File: config.mk
export PLATFORM = sky130hd
export DESIGN_NAME = sc_regshift_serializer
export DESIGN_NICKNAME = d
export VERILOG_FILES = /design/src/rtl/sc_regshift_pkg.sv /design/src/rtl/sc_regshift_bitcounter.sv /design/src/rtl/sc_regshift_serializer.sv
export SDC_FILE = /design/constraint.sdc
export NUM_CORES = 1
export LEC_CHECK = 0
export BUFFER_PORTS_ARGS = -buffer_cell sky130_fd_sc_hd__buf_2
export CAP_MARGIN = 20
export CORE_AREA = 2 2 39 41
export CTS_CLUSTER_DIAMETER = 80
export CTS_CLUSTER_SIZE = 16
export DETAILED_ROUTE_END_ITERATION = 10
export DIE_AREA = 0 0 41 43
export HOLD_SLACK_MARGIN = 0.05
export SYNTH_ARGS = -nofsm -noshare
export SYNTH_HDL_FRONTEND = slang
export SYNTH_SLANG_ARGS = --single-unit
File: constraint.sdc
create_clock -name SC_RegSHIFT_CLOCK_50 -period 3.2 [get_ports SC_RegSHIFT_CLOCK_50]
set_input_delay 0.48 -clock SC_RegSHIFT_CLOCK_50 [delete_from_list [all_inputs] [get_ports SC_RegSHIFT_CLOCK_50]]
set_output_delay 0.48 -clock SC_RegSHIFT_CLOCK_50 [all_outputs]
set_load 0.005 [all_outputs]
File: src/rtl/sc_regshift_pkg.sv
// -----------------------------------------------------------------------------
// sc_regshift_pkg
//   Shared definitions for the parallel-in/serial-out transmit register.
//   Holds the FSM state encoding used by sc_regshift_serializer.
//   The encoding 2'b11 is never entered. If it ever appears, it is decoded
//   as IDLE and the FSM returns to ST_IDLE on the next edge.
// -----------------------------------------------------------------------------
package sc_regshift_pkg;

    typedef enum logic [1:0] {
        ST_IDLE  = 2'b00,
        ST_SHIFT = 2'b01,
        ST_DONE  = 2'b10
    } state_t;

endpackage

File: src/rtl/sc_regshift_bitcounter.sv
// -----------------------------------------------------------------------------
// sc_regshift_bitcounter
//   Down-counter that tracks how many bits are left to transmit.
//   It can be loaded, decremented and reset, and it flags when it reaches zero.
//   The parent decrements only while the count is non-zero, so the counter
//   never wraps.
// Ports
//   i_clk      rising-edge clock
//   i_rst      synchronous active-high reset (count <= 0)
//   i_load     load i_load_val (has priority over i_dec)
//   i_load_val value to load
//   i_dec      decrement by one
//   o_zero     1 when the registered count is 0
// -----------------------------------------------------------------------------
module sc_regshift_bitcounter #(
    parameter int CNTWIDTH = 2
) (
    input  logic                i_clk,
    input  logic                i_rst,
    input  logic                i_load,
    input  logic [CNTWIDTH-1:0] i_load_val,
    input  logic                i_dec,
    output logic                o_zero
);

    logic [CNTWIDTH-1:0] r_cnt;

    // NOTE: registers take non-blocking (<=) assignments, so every flop samples
    // pre-edge values. This keeps the logic free of ordering races.
    always_ff @(posedge i_clk) begin
        if (i_rst) begin
            r_cnt <= '0;
        end else if (i_load) begin
            r_cnt <= i_load_val;
        end else if (i_dec) begin
            r_cnt <= r_cnt - 1'b1;
        end
    end

    assign o_zero = (r_cnt == '0);

endmodule

File: src/rtl/sc_regshift_serializer.sv
// -----------------------------------------------------------------------------
// sc_regshift_serializer
//   Parallel-in/serial-out transmit register.
//   A low pulse on the load strobe in IDLE captures a word. The word is then
//   shifted out MSB-first, one bit per shift tick. busy is high for the whole
//   transfer. done pulses for one cycle after the last bit.
// Ports
//   SC_RegSHIFT_CLOCK_50      system clock, rising edge
//   SC_RegSHIFT_RESET_InHigh  synchronous active-high reset
//   SC_RegSHIFT_load_InLow    active-low load strobe, sampled only in IDLE
//   SC_RegSHIFT_data_InBUS    parallel word to transmit
//   SC_RegSHIFT_shift_InHigh  shift tick, sampled only in SHIFT
//   SC_RegSHIFT_serial_Out    serial data, MSB first, idles low
//   SC_RegSHIFT_busy_Out      high in SHIFT and DONE
//   SC_RegSHIFT_done_Out      one-cycle completion pulse
//   SC_RegSHIFT_data_OutBUS   current shift-register contents
// -----------------------------------------------------------------------------
module sc_regshift_serializer
    import sc_regshift_pkg::*;
#(
    parameter int RegSHIFT_DATAWIDTH = 4,
    parameter int RegSHIFT_CNTWIDTH  = 2
) (
    input  logic                          SC_RegSHIFT_CLOCK_50,
    input  logic                          SC_RegSHIFT_RESET_InHigh,
    input  logic                          SC_RegSHIFT_load_InLow,
    input  logic [RegSHIFT_DATAWIDTH-1:0] SC_RegSHIFT_data_InBUS,
    input  logic                          SC_RegSHIFT_shift_InHigh,
    output logic                          SC_RegSHIFT_serial_Out,
    output logic                          SC_RegSHIFT_busy_Out,
    output logic                          SC_RegSHIFT_done_Out,
    output logic [RegSHIFT_DATAWIDTH-1:0] SC_RegSHIFT_data_OutBUS
);

    localparam int DW = RegSHIFT_DATAWIDTH;
    localparam logic [RegSHIFT_CNTWIDTH-1:0] CNT_START = RegSHIFT_CNTWIDTH'(DW - 1);

    state_t          r_state;
    state_t          w_state_next;
    logic [DW-1:0]   r_data;
    logic [DW-1:0]   w_data_next;
    logic            w_cnt_load;
    logic            w_cnt_dec;
    logic            w_cnt_zero;

    // ---------------- next-state / next-data logic ----------------
    // NOTE: every signal written here gets a default first. Without the
    // default, a path that skips an assignment would infer a latch.
    always_comb begin
        w_state_next = ST_IDLE;
        w_data_next  = r_data;
        w_cnt_load   = 1'b0;
        w_cnt_dec    = 1'b0;
        case (r_state)
            ST_IDLE: begin
                if (!SC_RegSHIFT_load_InLow) begin
                    w_data_next  = SC_RegSHIFT_data_InBUS;
                    w_cnt_load   = 1'b1;
                    w_state_next = ST_SHIFT;
                end
            end
            ST_SHIFT: begin
                w_state_next = ST_SHIFT;
                if (SC_RegSHIFT_shift_InHigh) begin
                    w_data_next = {r_data[DW-2:0], 1'b0};
                    // The last bit leaves at count zero. The counter is not
                    // decremented there, so it cannot underflow.
                    if (w_cnt_zero) begin
                        w_state_next = ST_DONE;
                    end else begin
                        w_cnt_dec = 1'b1;
                    end
                end
            end
            ST_DONE:  w_state_next = ST_IDLE;
            default:  w_state_next = ST_IDLE;
        endcase
    end

    // ---------------- registers ----------------
    always_ff @(posedge SC_RegSHIFT_CLOCK_50) begin
        if (SC_RegSHIFT_RESET_InHigh) begin
            r_state <= ST_IDLE;
            r_data  <= '0;
        end else begin
            r_state <= w_state_next;
            r_data  <= w_data_next;
        end
    end

    sc_regshift_bitcounter #(
        .CNTWIDTH (RegSHIFT_CNTWIDTH)
    ) u_bitcounter (
        .i_clk      (SC_RegSHIFT_CLOCK_50),
        .i_rst      (SC_RegSHIFT_RESET_InHigh),
        .i_load     (w_cnt_load),
        .i_load_val (CNT_START),
        .i_dec      (w_cnt_dec),
        .o_zero     (w_cnt_zero)
    );

    // ---------------- output decode (registered state only) ----------------
    assign SC_RegSHIFT_serial_Out  = (r_state == ST_SHIFT) ? r_data[DW-1] : 1'b0;
    assign SC_RegSHIFT_busy_Out    = (r_state == ST_SHIFT) || (r_state == ST_DONE);
    assign SC_RegSHIFT_done_Out    = (r_state == ST_DONE);
    assign SC_RegSHIFT_data_OutBUS = r_data;

endmodule
==> results by group <==
Outcome
  – Outcome: finished clean

Floorplanning
  – DIE AREA: 1760 µm²
  – Starting density of the core: 31.6%
  – I/O Pins: 15
  – Die W: 41 µm
  – Core Area: 1380 µm²
  – Die Ht: 43 µm
  – FP Rows: 14

Synthesis
  – Mapped Avg Cell Area: 9.92 µm²
  – Post-Syn Nets: 56
  – Synth cell types: 17
  – Number of synthesized flops with an enable pin: 0
  – YS warnings: 0
  – Main synth FF type: dfxtp_1
  – FF+latch count, synth: 8
  – Sequential cell area fraction in the yosys report: 36.7%
  – Post-synthesis cell count: 44
  – Synth Cell Area: 437 µm²
  – Async SR Flop Fraction: 0%

Timing
  – Final Cycle Share: 56.4%
  – F_max: 554 MHz
  – Pins Over Slew Limit: 0
  – Worst Max-Slew Pin Slew: 378 ps
  – Clk_skew: 0.727 ps
  – Minimum clock period after layout: 1800 ps
  – Unrepaired setup endpoints after global routing: false
  – Final Hold Vio Count: 0
  – Relative slew slack: 74.8%
  – Final setup fails: 0
  – Setup TNS: 0 ps

GRT
  – Largest net degree at the start of global routing: 10
  – Gr ovfl total: 0
  – Initial antenna violation count: 0
  – First-pass GRT wire length: 1.43 mm
  – Vias in the first global route: 335
  – Gr usage total: 12.3%

Placement
  – GP Congestion: 0.719
  – Hpwl dp: 600 µm
  – IO buf count: 14

Detailed routing
  – Detailed Routing Iterations Pass 1: 3
  – DRC viols: 0
  – Routed WL: 908 µm
  – DR iter-0 viols: 11
  – DRT antenna net count: 0
  – Routed via count: 358
  – Via/cell ratio: 4.77
  – WL/cell: 12.1 µm

CTS
  – H-tree depth: 1
  – CTS root buf: clkbuf_4
  – Reg clk slew, reported paths: 60 ps
  – Post-CTS Setup Bufs: 0
  – Worst-skew pair later-pin latency: 260 ps
  – Clock Tree Buf Depth: 2
  – TritonCTS Sinks: 8
  – Inserted Clock Buffers: 3
  – Resized cells post-CTS: 0
  – Post-CTS Hold Buffers: 0
  – TritonCTS clock tree: done

Power and ir drop
  – Max VDD drop: 0.160 mV
  – Pwr Total: 266 µW
  – Power per cell area: 498 nW/µm²
  – Leak pwr: 0.251 nW

Critical path
  – Worst Setup SP: r_state[1]$_SDFF_PP0_
  – Critical path required time: 2720 ps
  – CP delay by family, top: adder cells
  – CP max stage cell: ha_1
  – Critical path data arrival time: 1320 ps
  – Worst r2r src: r_state[1]$_SDFF_PP0_
  – Critical Path Max Stage Delay: 380 ps
  – Startpoint Class: flip-flop
  – Crit-path cells: inv_1 -> ha_1 -> and2_2 -> buf_2
  – FF-to-FF End: u_bitcounter.r_cnt[1]$_SDFFE_PP0P_
  – Crit path buf inv count: 2
  – Critical path class: reg2out
  – Flop2flop setup slack: 1640 ps
  – Crit. End Element: output port
  – Crit Path Max Fanout: 9
  – Reg2Reg Depth: 5

Layout
  – Antenna cells: 0
  – Fillcell total: 154
  – Layout cells sized above 1: 37.3%
  – Multi-input gate area: 246 µm²
  – Nets: 73
  – P&R area growth vs syn: 22.3%
  – FF/Latch Area: 160 µm²

Worst hold path
  – Min-Delay Path Class: in2reg
  – Hold wc startpoint: SC_RegSHIFT_data_InBUS[0]
  – WHS Endpoint: SC_RegSHIFT_data_OutBUS[0]$_SDFFE_PP0P_
  – Hold path cells: 2

Job
  – Max cap viols: 0
[area by class of cell]
type	count	area share, %
inverter	4	2.81
sequential	8	30.0
multi-input combinational	30	46.1
clock buffer	3	4.22
tap	16	3.75
timing repair buffer	14	13.1
[layout by cell type (no fill, tap or decap), drive strengths merged, types with 3 or more instances in the layout]
| cell | netlist | routed |
|---|---|---|
| mux2i | 3 | 3 |
| a311oi | 3 | 3 |
| clkbuf | 1 | 3 |
| inv | 4 | 4 |
| buf | 1 | 14 |
| a21oi | 7 | 7 |
| ha | 4 | 4 |
| dfxtp | 8 | 8 |
| nand2 | 3 | 3 |
[per-stage QoR]
stage               utilization [%]  instances  hold WS, ps  area [µm²]  setup slack, ps
floorplan                         -         44          515         437             1830
global placement               37.0         72          515         512             1700
detailed placement             37.0         72          526         512             1680
CTS                            38.6         75          477         534             1400
global route                   38.6         75          489         534             1310
finish                         38.6         75          472         534             1400
[where the power goes]
group | switching [mW] | internal, mW
clock | 0.0401 | 0.0433
combinational | 0.0325 | 0.0335
sequential | 0.00629 | 0.111
total | 0.0788 | 0.187
[state kept, by name, indices dropped and copies added, names as in the netlist]
register                 flops
SC_RegSHIFT_data_OutBUS      4
r_state                      2
u_bitcounter.r_cnt           2
[cell families after synthesis]
logic type      share of synthesized area, %
fa+ha+maj                               11.5
flops                                   36.7
simple gates                            12.6
buf+inv                                 6.87
xor+xnor                                2.01
mux                                     13.8
compound gates                          16.6
[synth_stat cells, types with 2 or more instances]
library cell	instances	share of area, %
ha_1	4	11
nand2b_1	2	2.9
a21oi_1	7	8.0
mux2_4	2	6.9
inv_1	4	3.4
a311oi_1	3	6.0
mux2i_1	3	6.9
nand2_1	3	2.6
dfxtp_1	8	37
[per-layer routing]
metal	GRT usage (%)	share of wire, %	wire length [µm]
met1	16.6	46	422
met2	16.6	45	411
met3	3.14	6.1	55
met4	8.00	2.0	18
met5	0	0	0
[worst max-delay path by stage]
| stage | depth (start not counted) | to |
|---|---|---|
| 6_report | 4 | SC_RegSHIFT_serial_Out |
| 3_5_place_dp | 4 | SC_RegSHIFT_serial_Out |
| 2_1_floorplan | 5 | SC_RegSHIFT_data_OutBUS[0]$_SDFFE_PP0P_ |
| 4_1_cts | 4 | SC_RegSHIFT_serial_Out |
| 5_1_grt | 4 | SC_RegSHIFT_serial_Out |
| 3_3_place_gp | 4 | SC_RegSHIFT_serial_Out |
Note: power is estimated with default switching activity, not from simulation.
